--- config.mk ---
export PLATFORM = sky130hd
export DESIGN_NAME = spi_sample_tx
export DESIGN_NICKNAME = d
export VERILOG_FILES = /design/src/rtl/spi_tx_pkg.sv /design/src/rtl/sample_fifo.sv /design/src/rtl/spi_sample_tx.sv
export SDC_FILE = /design/constraint.sdc
export NUM_CORES = 1
export LEC_CHECK = 0
export ABC_AREA = 1
export CAP_MARGIN = 30
export CORE_UTILIZATION = 45
export CTS_CLUSTER_DIAMETER = 150
export DETAILED_ROUTE_END_ITERATION = 8
export PLACE_DENSITY = 0.62
export SLEW_MARGIN = 20
export SYNTH_ARGS = -nofsm -noshare
export SYNTH_HDL_FRONTEND = slang
export SYNTH_SLANG_ARGS = --single-unit
export TNS_END_PERCENT = 10
--- constraint.sdc ---
create_clock -name clk -period 3.95 [get_ports clk]
set_input_delay 0.79 -clock clk [delete_from_list [all_inputs] [get_ports clk]]
set_output_delay 0.79 -clock clk [all_outputs]
set_load 0.02 [all_outputs]
--- src/rtl/spi_tx_pkg.sv ---
`default_nettype none
// +----------------------------------------------------------------------+
// | Module  : spi_tx_pkg                                                 |
// | Purpose : Shared constants, state encoding and helpers for the SPI   |
// |           sample transmitter.                                        |
// | Rev     : 1.0  initial release                                       |
// +----------------------------------------------------------------------+
package spi_tx_pkg;

  // Default SPI word size (one ADC sample per transaction).
  localparam int WORD_W = 16;

  // Bit-counter width for a given word size: one spare bit so the counter
  // can reach and exceed WORD_W when the host sends extra clocks.
  function automatic int cnt_w(input int w);
    return $clog2(w) + 1;
  endfunction

  localparam int CNT_W = cnt_w(WORD_W);

  typedef enum logic [2:0] {
    IDLE  = 3'd0,
    LOAD  = 3'd1,
    READY = 3'd2,
    SHIFT = 3'd3,
    END   = 3'd4
  } tx_state_t;

endpackage
`default_nettype wire

--- src/rtl/sample_fifo.sv ---
`default_nettype none
// +----------------------------------------------------------------------+
// | Module  : sample_fifo                                                |
// | Purpose : Synchronous show-ahead FIFO; head word visible without a   |
// |           read strobe. Pointers carry one wrap bit for full/empty.   |
// | Rev     : 1.0  initial release                                       |
// +----------------------------------------------------------------------+
module sample_fifo #(
  parameter int DEPTH = 8,
  parameter int WIDTH = 16
) (
  input  logic                       clk,
  input  logic                       rst,
  input  logic                       i_wr_en,
  input  logic [WIDTH-1:0]           i_wr_data,
  input  logic                       i_rd_en,
  output logic [WIDTH-1:0]           o_rd_data,
  output logic                       o_full,
  output logic                       o_empty,
  output logic [$clog2(DEPTH):0]     o_count
);

  localparam int AW = $clog2(DEPTH);

  logic [WIDTH-1:0] r_mem [DEPTH];
  logic [AW:0]      r_wr_ptr;
  logic [AW:0]      r_rd_ptr;
  logic             w_do_wr;
  logic             w_do_rd;

  assign o_empty   = (r_wr_ptr == r_rd_ptr);
  assign o_full    = (r_wr_ptr[AW] != r_rd_ptr[AW]) &&
                     (r_wr_ptr[AW-1:0] == r_rd_ptr[AW-1:0]);
  assign o_count   = r_wr_ptr - r_rd_ptr;
  assign o_rd_data = r_mem[r_rd_ptr[AW-1:0]];

  // A write into a full FIFO is legal only when the head is leaving the
  // same cycle; the freed slot is the one being written.
  assign w_do_wr = i_wr_en && (!o_full || i_rd_en);
  assign w_do_rd = i_rd_en && !o_empty;

  // Storage array; contents are don't-care until written.
  always_ff @(posedge clk) begin
    if (w_do_wr) r_mem[r_wr_ptr[AW-1:0]] <= i_wr_data;
  end

  // Read/write pointers with natural wrap-around.
  always_ff @(posedge clk or negedge rst) begin
    if (!rst) begin
      r_wr_ptr <= '0;
      r_rd_ptr <= '0;
    end else begin
      if (w_do_wr) r_wr_ptr <= r_wr_ptr + (AW+1)'(1);
      if (w_do_rd) r_rd_ptr <= r_rd_ptr + (AW+1)'(1);
    end
  end

endmodule
`default_nettype wire

--- src/rtl/spi_sample_tx.sv ---
`default_nettype none
// +----------------------------------------------------------------------+
// | Module  : spi_sample_tx                                              |
// | Purpose : SPI mode-0 slave transmitter returning buffered ADC        |
// |           samples MSB-first; FIFO fed by a valid/ready write port.   |
// | Rev     : 1.0  initial release                                       |
// +----------------------------------------------------------------------+
module spi_sample_tx #(
  parameter int DEPTH  = 8,
  parameter int WORD_W = spi_tx_pkg::WORD_W
) (
  input  logic              clk,
  input  logic              rst,
  input  logic              wr_valid,
  input  logic [WORD_W-1:0] wr_data,
  output logic              wr_ready,
  input  logic              sclk,
  input  logic              SPI_cs,
  output logic              processed_miso,
  output logic              SPI_RDY,
  output logic [7:0]        ovf_count
);

  import spi_tx_pkg::*;

  localparam int AW = $clog2(DEPTH);
  localparam int CW = cnt_w(WORD_W);

  tx_state_t         r_state;
  tx_state_t         w_next;
  logic [2:0]        r_sclk_sync;
  logic [2:0]        r_cs_sync;
  logic [WORD_W-1:0] r_shift;
  logic [CW-1:0]     r_cnt;
  logic [7:0]        r_ovf;

  logic              w_sclk_rise;
  logic              w_sclk_fall;
  logic              w_cs_rise;
  logic              w_cs_fall;
  logic              w_push;
  logic              w_pop;
  logic              w_full;
  logic              w_empty;
  logic              w_nonempty_after;
  logic [WORD_W-1:0] w_head;
  logic [AW:0]       w_count;

  sample_fifo #(
    .DEPTH (DEPTH),
    .WIDTH (WORD_W)
  ) u_fifo (
    .clk       (clk),
    .rst       (rst),
    .i_wr_en   (w_push),
    .i_wr_data (wr_data),
    .i_rd_en   (w_pop),
    .o_rd_data (w_head),
    .o_full    (w_full),
    .o_empty   (w_empty),
    .o_count   (w_count)
  );

  // Two-stage synchronizers plus one history stage for edge detection;
  // idle levels (sclk low, cs high) are restored on reset so no false edge.
  always_ff @(posedge clk or negedge rst) begin
    if (!rst) begin
      r_sclk_sync <= 3'b000;
      r_cs_sync   <= 3'b111;
    end else begin
      r_sclk_sync <= {r_sclk_sync[1:0], sclk};
      r_cs_sync   <= {r_cs_sync[1:0], SPI_cs};
    end
  end

  assign w_sclk_rise = r_sclk_sync[1] & ~r_sclk_sync[2];
  assign w_sclk_fall = ~r_sclk_sync[1] & r_sclk_sync[2];
  assign w_cs_rise   = r_cs_sync[1] & ~r_cs_sync[2];
  assign w_cs_fall   = ~r_cs_sync[1] & r_cs_sync[2];

  // Pop only from registered state, so wr_ready has no input-to-output path.
  assign w_pop    = (r_state == END) && (r_cnt >= CW'(WORD_W));
  assign wr_ready = !w_full || w_pop;
  assign w_push   = wr_valid && wr_ready;

  // Occupancy after this cycle's push/pop decides whether END reloads.
  assign w_nonempty_after = w_push || (w_count > {{AW{1'b0}}, w_pop});

  // FSM state register.
  always_ff @(posedge clk or negedge rst) begin
    if (!rst) r_state <= IDLE;
    else      r_state <= w_next;
  end

  // Next-state logic.
  always_comb begin
    w_next = r_state;
    case (r_state)
      IDLE:    if (!w_empty) w_next = LOAD;
      LOAD:    w_next = READY;
      READY:   if (w_cs_fall) w_next = SHIFT;
      SHIFT:   if (w_cs_rise) w_next = END;
      END:     w_next = w_nonempty_after ? LOAD : IDLE;
      default: w_next = IDLE;
    endcase
  end

  // Shift register and bit counter: load head in LOAD, count rises and
  // shift on falls while the transaction is open. Counter saturates so a
  // long burst of extra clocks still reads as delivered.
  always_ff @(posedge clk or negedge rst) begin
    if (!rst) begin
      r_shift <= '0;
      r_cnt   <= '0;
    end else begin
      case (r_state)
        LOAD: begin
          r_shift <= w_head;
          r_cnt   <= '0;
        end
        SHIFT: begin
          if (w_sclk_rise && (r_cnt != {CW{1'b1}})) r_cnt <= r_cnt + CW'(1);
          if (w_sclk_fall) r_shift <= {r_shift[WORD_W-2:0], 1'b0};
        end
        default: ;
      endcase
    end
  end

  // Saturating count of words dropped because the FIFO was full.
  always_ff @(posedge clk or negedge rst) begin
    if (!rst)                                       r_ovf <= 8'd0;
    else if (wr_valid && !wr_ready && r_ovf != 8'hFF) r_ovf <= r_ovf + 8'd1;
  end

  assign ovf_count      = r_ovf;
  assign SPI_RDY        = (r_state == READY);
  assign processed_miso = ((r_state == READY) || (r_state == SHIFT)) ?
                          r_shift[WORD_W-1] : 1'b0;

endmodule
`default_nettype wire

## Yosys cells after proc, flatten, opt, wreduce, memory -nomap -nowiden

Memory sizes are Yosys's and may differ from the RTL's.
Cells that the tools add are included.

| word-level totals | value |
|---|---|
| bits in registers | 46 |
| output and inout bits | 11 |
| input bits | 21 |
| memories kept | 1 |
| memory bits (writable) | 128 |
| ROM bits | 0 |
| bits in latches | 0 |

Memory list:

| memory | depth | width | rd ports | clocked after Yosys merged registers in | wr ports | RTL line | text |
|---|---|---|---|---|---|---|---|
| u_fifo.r_mem | 8 | 16 | 1 | 0 | 1 | sample_fifo.sv:25 | `logic [WIDTH-1:0] r_mem [DEPTH];` |

| operators by class | value |
|---|---|
| multipliers | 0 |
| $add $sub $neg | 5 |
| reductions and logical operators | 19 |
| muxes and demuxes | 12 |
| order comparisons | 2 |
| equality and inequality tests | 14 |
| bitwise operators | 8 |
| shifts and indexed selects | 0 |
| divide/modulo/power cells | 0 |

Operators by type and width:

| kind | count |
|---|---|
| $pmux 16 s2 | 1 |
| $mux 16 | 1 |
| $pmux 3 s5 | 1 |
| $pmux 5 s2 | 1 |
| $mux 3 | 3 |
| $add 4x1->4 const B | 2 |
| $add 8x1->8 const B | 1 |
| $logic_and 1x1->1 | 8 |
| $ne 2x2->1 const B | 4 |
| $ne 8x8->1 const B | 1 |
| $eq 3x2->1 const B | 2 |
| $add 5x1->5 const B | 1 |
| $ge 5x5->1 const B | 1 |
| $mux 5 | 1 |
| $ne 5x5->1 const B | 1 |
| $and 1x1->1 | 4 |
| $eq 4x4->1 | 1 |
| $gt 4x1->1 | 1 |
| $mux 1 | 4 |
| $not 1->1 | 4 |
| $reduce_and 2->1 | 2 |
| $sub 4x4->4 | 1 |
| $eq 3x1->1 const B | 1 |
| $eq 3x3->1 | 1 |
| 8 further kinds | 12 |

## Depth between registers and ports, before layout

Gate-level depths: netlist (run 1).

| depth | value |
|---|---|
| depth after elaboration | 8 |
| gate-level depth with buffers | 12 |

## Cells and area by module

A second synthesis (run 1) with hierarchy kept.

| second synthesis, totals | value |
|---|---|
| cell total of the unflattened synthesis | 747 |
| area, all modules | 7654.8 um2 |

By module, submodules not included:

| module | times used | cells each | area each (um2) | sequential area each (um2) |
|---|---|---|---|---|
| sample_fifo | 1 | 520 | 5763.0 | 4043.9 |
| spi_sample_tx | 1 | 227 | 1891.8 | 954.7 |

## Worst setup path before layout (run 1)

Ideal clock, no wire load.

| path | value |
|---|---|
| path kind | reg-to-reg |
| start | reg u_fifo.r_rd_ptr[2] |
| end | mem u_fifo.r_mem[6][0], enable pin |
| library setup time | 409 ps |
| slack | 710 ps |
| clock period less this slack | 3240 ps |
| arrival time | 2831 ps |
| cell stages (with the launch flop) | 12 |
| cells stage by stage | dfrtp_1 -> buf_4 -> clkinv_1 -> buf_2 -> ha_1 -> nand2_1 -> nor2_1 -> nand3_4 -> nand2_2 -> inv_2 -> nand2_2 -> nor3_1 |

| on the way | value |
|---|---|
| cells in the longest elaborated chain, start to end | 8 |

Ends and longest elaborated chain:

| what | RTL line | text |
|---|---|---|
| start, declared | sample_fifo.sv:27 | `logic [AW:0] r_rd_ptr;` |
| start signal, assigned | sample_fifo.sv:54 | `if (w_do_rd) r_rd_ptr <= r_rd_ptr + (AW+1)'(1);` |
| $eq 3x3->1 (*) | sample_fifo.sv:33 | `(r_wr_ptr[AW-1:0] == r_rd_ptr[AW-1:0]);` |
| $logic_and 1x1->1 (*) | sample_fifo.sv:32 | `assign o_full = (r_wr_ptr[AW] != r_rd_ptr[AW]) &&` |
| $logic_not 1->1 (*) | spi_sample_tx.sv:83 | `assign wr_ready = !w_full \|\| w_pop;` |
| $logic_or 1x1->1 (*) | spi_sample_tx.sv:83 |  |
| net wr_ready | spi_sample_tx.sv:16 | `output logic wr_ready,` |
| $logic_and 1x1->1 | spi_sample_tx.sv:84 | `assign w_push = wr_valid && wr_ready;` |
| $logic_and 1x1->1 (*) | sample_fifo.sv:39 | `assign w_do_wr = i_wr_en && (!o_full \|\| i_rd_en);` |
| $mux 1 (*) | sample_fifo.sv:44 | `if (w_do_wr) r_mem[r_wr_ptr[AW-1:0]] <= i_wr_data;` |
| $mux 1 (not written as such) (*) | sample_fifo.sv:44 |  |
| end, declared | sample_fifo.sv:25 |  |

Mark *: on every way through the listed nets, which the timed path passes. The rest lies on a longest branch.

## Final worst setup path (run 1)

| path | value |
|---|---|
| start | reg u_fifo.r_rd_ptr[2] |
| end | out wr_ready |

| on the way | value |
|---|---|
| cells in the longest elaborated chain, start to end | 4 |

Ends and longest elaborated chain:

| what | RTL line |
|---|---|
| $eq 3x3->1 | sample_fifo.sv:33 |
| $logic_and 1x1->1 | sample_fifo.sv:32 |
| $logic_not 1->1 | spi_sample_tx.sv:83 |
| $logic_or 1x1->1 | spi_sample_tx.sv:83 |
| end, declared | spi_sample_tx.sv:16 |

No other way between the ends.

==> results of run 1 <==
[layout make-up]
cell class / instances / area share (%)
Clock inverter: 15 / 1.792
Sequential cell: 174 / 58.70
Clock buffer: 17 / 4.995
Inverter: 29 / 1.337
Multi-Input combinational cell: 425 / 24.59
Timing Repair Buffer: 49 / 5.406
Tap cell: 216 / 3.173
[per-layer routing]
metal	part of all wire, %	global-route usage, %	vias to the layer above	wire (um)
met3	4.9	5.166	16	762
met2	50	33.82	101	7691
met1	44	25.81	2380	6820
li1	-	-	2347	-
met4	1.6	7.114	0	253
met5	0	0	-	0
[kinds of logic (layout without fill, tap and decap cells)]
family | Yosys count | count (layout) | synth area share (%)
adders and majority gates | 10 | 10 | 1.802
xor gates and xnor gates | 13 | 13 | 1.547
and+or+nand+nor | 307 | 307 | 17.57
buffers and inverters | 58 | 110 | 3.673
muxes | 1 | 1 | 0.1530
AOI/OAI and AO/OA | 94 | 94 | 7.329
DFF | 174 | 174 | 67.93
[registers in the layout, summed over array words and instances, names as in the netlist]
signal,flops
r_state,3
r_shift,16
u_fifo.r_rd_ptr,4
r_cnt,5
r_sclk_sync,3
u_fifo.r_wr_ptr,4
r_cs_sync,3
ovf_count,8
u_fifo.r_mem,128
[worst max-delay path, delay by kind of cell (launching register included)]
family        cells  cell delay, ns
flops             1            0.33
simple gates      3            0.47
buf+inv           3            0.95
fa+ha+maj         1            0.37
[stage by stage]
| step | total power [mW] | instance area [sq um] | worst slack [ns] | hold WS [ns] | cells |
|---|---|---|---|---|---|
| after floorplan | 3.391 | 7358 | 0.7098 | 0.3312 | 657 |
| after global placement | 3.770 | 7911 | 1.103 | 0.3448 | 892 |
| after detailed placement | 3.817 | 7939 | 1.018 | 0.3510 | 893 |
| after CTS | 5.440 | 8517 | 0.5836 | 0.3594 | 925 |
| after global routing | 5.706 | 8517 | 0.4598 | 0.3689 | 925 |
| final | 5.397 | 8517 | 0.6128 | 0.3558 | 925 |
[cells in the final DEF (no fill, tap or decap), types with 16 or more instances in the layout]
master / instances
nand3_1: 61
dfrtp_1: 42
o21ai_0: 35
nand2_1: 122
inv_1: 17
clkbuf_16: 17
nor2_1: 104
clkdlybuf4s50_1: 30
buf_4: 17
edfxtp_1: 128
a21oi_1: 20
o21ai_1: 16
[report_power, final]
group | switching, mW | internal [mW]
sequential | 0.182 | 2.34
combinational | 0.822 | 0.436
clock | 0.733 | 0.887
[worst max-delay path by stage]
| stage | start | to | slack (ns) | cells after the start |
|---|---|---|---|---|
| 4_1_cts | u_fifo.r_rd_ptr[2]$_DFFE_PN0P_ | wr_ready | 0.58 | 7 |
| 3_3_place_gp | u_fifo.r_rd_ptr[1]$_DFFE_PN0P_ | u_fifo.r_mem[3][8]$_DFFE_PP_ | 1.10 | 10 |
| 6_report | u_fifo.r_rd_ptr[2]$_DFFE_PN0P_ | wr_ready | 0.61 | 7 |
| 5_1_grt | u_fifo.r_rd_ptr[2]$_DFFE_PN0P_ | wr_ready | 0.46 | 7 |
| 2_1_floorplan | u_fifo.r_rd_ptr[2]$_DFFE_PN0P_ | u_fifo.r_mem[6][0]$_DFFE_PP_ | 0.71 | 11 |
| 3_5_place_dp | u_fifo.r_rd_ptr[1]$_DFFE_PN0P_ | u_fifo.r_mem[3][15]$_DFFE_PP_ | 1.02 | 10 |
==> flow_metrics.tcl, run 1 <==
set metrics [dict create \
    power_per_cell_area_mw_per_mm2 633.7 \
    yosys_register_bits 174 \
    cts_tree "built" \
    hold_path_class "flip-flop to flip-flop" \
    sequential_area_share_after_synthesis_pct 67.93 \
    number_of_hold_buffers_added_after_cts 0 \
    nFillCells 1413 \
    crit_arrival_ns 2.55 \
    hold_path.startpoint "r_sclk_sync[0]$_DFF_PN0_" \
    hold_path_sink "r_sclk_sync[1]$_DFF_PN0_" \
    r2r-end "u_fifo.r_mem[3][6]$_DFFE_PP_" \
    fin_crit_ns 3.337 \
    worst_slew_margin_rel_pct 52.57 \
    design.final.nets 727 \
    synthDistinctLibCells 38 \
    floorplan.initialDensity_pct 46.15 \
    cells_after_synth 657 \
    highest_achievable_clock_rate_mhz 299.7 \
    critical_path_peak_fanout 19 \
    io_buffers 31 \
    timing.final.crit_share_pct 84.49 \
    fin_setup_tns_ns 0 \
    critPathLaunchType "flip-flop" \
    finalCoreUtilization_pct 53.42 \
    worst_skew_pair.late_latency_ns 0.43 \
    yosysTopAreaCell "edfxtp_1" \
    post_cts_resize_count 0 \
    cts_setup_buffers 0 \
    synth-edff-count 128 \
    ys_async_sr_fraction_pct 26.44 \
    syn_nets 688 \
    yosys.area.top_type_share_pct 52.24 \
    worst_path_max_delay_cell "clkdlybuf4s50_1" \
    multi_input_comb_area_sq_mm 0.002095 \
    ff_to_ff_path_depth 10 \
    power.ir.vdd_worst_mv 0.4185 \
    syn-cell-area_sq_mm 0.007358 \
    synth.most_common_cell "edfxtp_1" \
    fin_worst_skew_ns 0.01263 \
    drt.antenna.violating_nets 0 \
    avgSynthCellArea_sq_um 11.20 \
    max-clock-path-buffers 2 \
    hpwl_dp_um 9871 \
    dieArea_sq_mm 0.01687 \
    post_drt_via_cell_ratio 5.237 \
    synth_top_flop_cell "edfxtp_1" \
    clock_sinks 174 \
    detail_route.wirelength_um 15530 \
    floorplan.io_pins 32 \
    wire_length_of_the_first_global_routing_pass_um 25070 \
    cp_cell_sequence "buf_4 -> clkinv_1 -> ha_1 -> nand2_1 -> nor2_1 -> nand3_4 -> clkdlybuf4s50_1" \
    setup-violations-final 0 \
    first_iteration_detailed_routing_drc_count 440 \
    regArea_sq_mm 0.005000 \
    insertedDiodeCount 0 \
    hold_viol 0 \
    first_global_vias 4757 \
    max_stage_delay_ns 0.55 \
    coreArea_sq_mm 0.01594 \
    reg2reg_setup_slack_ns 1.04 \
    cp.required_ns 3.16 \
    die-width_um 129.9 \
    clk_pin_slew_ns 0.06 \
    area_growth_syn_to_layout_pct 15.75 \
    die_height_um 129.9 \
    path_class "flip-flop to primary output" \
    status "completed" \
    grt.total_usage_pct 20.30 \
    slew_viol_final 0 \
    detailedRoute.firstPassIterationCount 4 \
    worst_pin_slew_ns 0.7088 \
    drive_gt1_share_pct 11.00 \
    leakagePower_nw 3.267 \
    grt_start_max_net_pins 68 \
    num_rows 46 \
    critical_path.endpoint_type "primary output" \
    wire_per_inst_um 16.79 \
    grt_antenna_before_repair 0 \
    via_count 4844 \
    h-tree-depth 4 \
    worst_r2r_startpoint "u_fifo.r_rd_ptr[1]$_DFFE_PN0P_" \
    ys_top_cells_by_count "128 x edfxtp_1, 122 x nand2_1, 104 x nor2_1" \
    maxCapViolCount 0 \
    drc 0 \
    gp_congestion 0.7696 \
    synth_area_leaders "edfxtp_1 52%, dfrtp_1 15%, nand2_1 6.2%" \
    ctsRootBufferMaster "clkbuf_16" \
    total_of_warnings_raised_by_yosys 0 \
    min_delay_path_depth 0 \
    grt_setup_unrepaired "false" \
    tritoncts.num_buffers 17 \
    gr-total-overflow 0 \
]
(Power assumes the default switching activity.)
==> run 2, diff against run 1 <==
Clock period 3.95 ns to 3.49 ns, I/O delays scaled along.
==> run 2 against run 1 <==
Effect of this change: die area stayed put; register-to-register slack worse by 0.07 ns; count of clock-buffer cells in the layout unchanged; worst setup slack worse by 0.056 ns; utilization is the same; sequential power grew 13%; non-clock buffer count did not move; largest cell class unchanged; largest power group unchanged.
==> flow_metrics.tcl, run 2 (synthesized netlist as in run 1, its figures left out) <==
set metrics [dict create \
    status "completed" \
    critPathLaunchType "flip-flop" \
    fin_worst_skew_ns 0.008431 \
    power.ir.vdd_worst_mv 0.3978 \
    h-tree-depth 4 \
    path_class "flip-flop to primary output" \
    grt.total_usage_pct 20.28 \
    ff_to_ff_path_depth 10 \
    worst_path_max_delay_cell "clkdlybuf4s50_1" \
    max_stage_delay_ns 0.56 \
    io_buffers 31 \
    nFillCells 1392 \
    leakagePower_nw 3.280 \
    maxCapViolCount 0 \
    insertedDiodeCount 0 \
    detail_route.wirelength_um 15530 \
    largest_register_ff_count 128 \
    worst_skew_pair.late_latency_ns 0.42 \
    fin_crit_ns 2.933 \
    num_rows 46 \
    clk_pin_slew_ns 0.06 \
    ctsRootBufferMaster "clkbuf_16" \
    cp.required_ns 2.79 \
    critical_path.endpoint_type "primary output" \
    post_drt_via_cell_ratio 5.336 \
    grt_start_max_net_pins 68 \
    highest_achievable_clock_rate_mhz 340.9 \
    multi_input_comb_area_sq_mm 0.002095 \
    first_iteration_detailed_routing_drc_count 440 \
    hpwl_dp_um 10070 \
    floorplan.initialDensity_pct 46.15 \
    timing.final.crit_share_pct 84.05 \
    drt.antenna.violating_nets 0 \
    drc 0 \
    die-width_um 129.9 \
    grt_antenna_before_repair 0 \
    cpMostUsedCell "inv_1" \
    area_growth_syn_to_layout_pct 15.75 \
    dieArea_sq_mm 0.01687 \
    hold_worst_slack_ns 0.2212 \
    post_cts_resize_count 0 \
    wire_length_of_the_first_global_routing_pass_um 25380 \
    first_global_vias 4782 \
    worst_pin_slew_ns 0.6853 \
    max-clock-path-buffers 2 \
    setup-violations-final 0 \
    cts_setup_buffers 0 \
    reg2reg_setup_slack_ns 0.97 \
    gr-total-overflow 0 \
    clock_sinks 174 \
    drive_gt1_share_pct 11.00 \
    via_count 4936 \
    fin_setup_tns_ns 0 \
    cp_cell_sequence "inv_1 -> ha_1 -> inv_1 -> nor2_1 -> nand3_4 -> clkdlybuf4s50_1" \
    critical_path_peak_fanout 5 \
    design.final.nets 727 \
    most_common_cell_after_layout_fill_and_taps_aside "edfxtp_1" \
    crit_arrival_ns 2.24 \
    power_per_cell_area_mw_per_mm2 719.4 \
    worst_slew_margin_rel_pct 54.32 \
    gp_congestion 0.8286 \
    wire_per_inst_um 16.78 \
    die_height_um 129.9 \
    mostFrequentLayoutCells "128 x edfxtp_1, 122 x nand2_1, 104 x nor2_1" \
    number_of_hold_buffers_added_after_cts 0 \
    slew_viol_final 0 \
    regArea_sq_mm 0.005000 \
    floorplan.io_pins 32 \
    tritoncts.num_buffers 17 \
    grt_setup_unrepaired "false" \
    cts_tree "built" \
    coreArea_sq_mm 0.01594 \
    hold_viol 0 \
    detailedRoute.firstPassIterationCount 5 \
    hold_path_class "input port to async pin" \
]
[run 2: stage by stage]
step / total power, mW / utilization [%] / area, sq um / cells / worst slack (ns)
final: 6.127 / 53.42 / 8517 / 925 / 0.5565
after global routing: 6.484 / 53.42 / 8517 / 925 / 0.4238
after CTS: 6.180 / 53.42 / 8517 / 925 / 0.5362
after detailed placement: 4.303 / 49.75 / 7931 / 893 / 0.8207
after global placement: 4.251 / 49.62 / 7911 / 892 / 0.8634
after floorplan: 3.838 / - / 7358 / 657 / 0.2498
[run 2: worst paths after layout]
check                                                from                       endpoint
setup / recovery           u_fifo.r_wr_ptr[0]$_DFFE_PN0P_                       wr_ready
hold / removal                                        rst           r_cnt[2]$_DFFE_PN0P_
setup reg to reg           u_fifo.r_wr_ptr[0]$_DFFE_PN0P_  u_fifo.r_mem[3][14]$_DFFE_PP_
hold reg to reg                  r_sclk_sync[0]$_DFF_PN0_       r_sclk_sync[1]$_DFF_PN0_
max in group asynchronous                             rst         r_cs_sync[0]$_DFF_PN1_
min in group clk                 r_sclk_sync[0]$_DFF_PN0_       r_sclk_sync[1]$_DFF_PN0_
[run 2: final cells by class]
| cell class | count | area share (%) |
|---|---|---|
| inverters | 29 | 1.337 |
| clock inverters | 15 | 1.880 |
| clock buffers | 17 | 4.995 |
| well taps | 216 | 3.173 |
| repair buffers | 49 | 5.318 |
| flip-flops and latches | 174 | 58.70 |
| multi-input cells | 425 | 24.59 |
[run 2: per-layer routing]
| layer | routed length, um | GRT usage (%) |
|---|---|---|
| met4 | 150 | 5.267 |
| met3 | 936 | 5.617 |
| met5 | 0 | 0 |
| met1 | 7151 | 28.53 |
| met2 | 7285 | 31.14 |
[run 2: power breakdown]
part / total (mW) / internal [mW] / switching [mW]
combinational: 1.41 / 0.491 / 0.916
clock: 1.87 / 1.07 / 0.804
sequential: 2.85 / 2.64 / 0.205
[run 2: worst max-delay path, delay by kind of cell, from the launching register on]
family	cells	cell delay (ns)
fa+ha+maj	1	0.31
simple gates	2	0.40
flops	1	0.42
buf+inv	3	0.69
==> run 3, diff against run 2 <==
Clock period 3.49 ns to 3 ns, I/O delays scaled along.
==> run 3 against run 2 <==
Effect of this change: routed wire length rose by 3.8%; utilization fell by 0.11 points; combinational power rose by 16%; register-to-register slack got worse by 0.61 ns; sequential power rose by 16%; count of clock-buffer cells in the layout rose by 1; worst setup slack got worse by 0.36 ns; cell area fell by 0.21%; hold slack got worse by 0.086 ns; non-clock buffer count fell by 3; flip-flop and latch count did not move; sequential share of layout area rose by 0.12 points.
==> flow_metrics.tcl, run 3 (synthesized netlist as in run 1, its figures left out) <==
set metrics [dict create \
    status "completed" \
    crit_arrival_ns 2.20 \
    fin_worst_skew_ns 0.005407 \
    detailedRoute.firstPassIterationCount 5 \
    fin_crit_ns 2.803 \
    tritoncts.num_buffers 17 \
    die_height_um 129.9 \
    grt.total_usage_pct 21.02 \
    area_growth_syn_to_layout_pct 15.51 \
    worst_pin_slew_ns 0.8392 \
    worst_slew_margin_rel_pct 44.00 \
    design.final.nets 724 \
    drt.antenna.violating_nets 0 \
    fin_setup_tns_ns 0 \
    hold_worst_slack_ns 0.1347 \
    cp_cell_sequence "inv_1 -> ha_1 -> inv_1 -> nor2_2 -> nand3_4 -> clkdlybuf4s50_1" \
    wire_per_inst_um 17.47 \
    slew_viol_final 0 \
    grt_antenna_before_repair 0 \
    clock_sinks 174 \
    hold_path_class "input port to async pin" \
    ctsRootBufferMaster "clkbuf_16" \
    grt_start_max_net_pins 68 \
    grt_setup_unrepaired "false" \
    insertedDiodeCount 0 \
    post_cts_resize_count 0 \
    critical_path.endpoint_type "primary output" \
    highest_achievable_clock_rate_mhz 356.8 \
    post_drt_via_cell_ratio 5.329 \
    max_stage_delay_ns 0.55 \
    drive_gt1_share_pct 10.34 \
    first_global_vias 4849 \
    worst_skew_pair.late_latency_ns 0.42 \
    floorplan.initialDensity_pct 46.15 \
    num_rows 46 \
    power_per_cell_area_mw_per_mm2 838.0 \
    setup-violations-final 0 \
    maxCapViolCount 0 \
    worstSetupStartpoint "u_fifo.r_wr_ptr[0]$_DFFE_PN0P_" \
    gp_congestion 0.7786 \
    dieArea_sq_mm 0.01687 \
    critPathLaunchType "flip-flop" \
    first_iteration_detailed_routing_drc_count 428 \
    cts_setup_buffers 0 \
    most_common_cell_after_layout_fill_and_taps_aside "edfxtp_1" \
    number_of_hold_buffers_added_after_cts 0 \
    coreArea_sq_mm 0.01594 \
    count_of_buffer_and_inverter_cells_on_the_critical_path 3 \
    cts_tree "built" \
    via_count 4913 \
    clk_pin_slew_ns 0.06 \
    cpMostUsedCell "inv_1" \
    gr-total-overflow 0 \
    h-tree-depth 4 \
    hpwl_dp_um 10240 \
    cp.required_ns 2.40 \
    floorplan.io_pins 32 \
    drc 0 \
    power.ir.vdd_worst_mv 0.4644 \
    wire_length_of_the_first_global_routing_pass_um 26050 \
    timing.final.crit_share_pct 93.42 \
    path_class "flip-flop to primary output" \
    io_buffers 31 \
    finalCoreUtilization_pct 53.31 \
    mostFrequentLayoutCells "128 x edfxtp_1, 122 x nand2_1, 102 x nor2_1" \
    hold_viol 0 \
    worst_r2r_startpoint "u_fifo.r_wr_ptr[0]$_DFFE_PN0P_" \
    die-width_um 129.9 \
    worst_path_max_delay_cell "clkdlybuf4s50_1" \
    detail_route.wirelength_um 16110 \
    max-clock-path-buffers 2 \
    leakagePower_nw 3.256 \
    largest_register_ff_count 128 \
    timing.critical_path.max_delay_family "buffers and inverters" \
    critical_path_peak_fanout 5 \
]
[run 3: cell types whose count changed in the layout (fill, tap and decap cells not counted), moves of 2 or more]
cell	previous run	this run
inv_8	2	0
clkinv_1	5	7
nor2_2	3	5
clkinv_4	4	2
buf_4	17	13
nor2_1	104	102
inv_6	3	1
[run 3: report_power, final]
part | internal (mW) | switching (mW) | leakage, nW | total [mW]
logic | 0.568 | 1.07 | 1.25 | 1.63
clock network | 1.29 | 0.877 | 0.278 | 2.17
registers | 3.08 | 0.239 | 1.72 | 3.32
[run 3: layer usage]
metal / track usage (%) / part of all wire (%) / vias to the layer above
li1: - / - / 2337
met1: 29.98 / 47 / 2393
met2: 32.05 / 46 / 157
met3: 3.321 / 5.3 / 26
met4: 9.097 / 2.2 / 0
met5: 0 / 0 / -
[run 3: cell type report]
| cell class | count | area [sq um] |
|---|---|---|
| sequential | 174 | 5000 |
| inverter | 29 | 113.9 |
| fill | 1403 | 7443 |
| timing repair buffer | 46 | 437.9 |
| tap | 216 | 270.3 |
| clock buffer | 18 | 429.2 |
| clock inverter | 14 | 148.9 |
| multi-input combinational | 425 | 2100 |
[run 3: final timing paths]
check | to | slack, ns | cells past startpoint
worst min-delay path | r_sclk_sync[0]$_DFF_PN0_ | 0.13 | 1
worst max register to register | u_fifo.r_mem[4][13]$_DFFE_PP_ | 0.36 | 10
max in group asynchronous | u_fifo.r_rd_ptr[0]$_DFFE_PN0P_ | 2.34 | 2
worst max-delay path | wr_ready | 0.20 | 6
min in group clk | r_cs_sync[1]$_DFF_PN1_ | 0.36 | 0
worst min register to register | r_cs_sync[1]$_DFF_PN1_ | 0.36 | 0
[run 3: through the flow]
stage	power (mW)	instances	area, sq um	setup WS [ns]
after global placement	4.913	888	7881	0.1576
after CTS	7.159	921	8482	0.09692
after detailed placement	4.976	889	7904	0.3144
after global routing	7.520	922	8499	0.06479
after floorplan	4.469	657	7363	0.2079
final	7.122	922	8499	0.1975
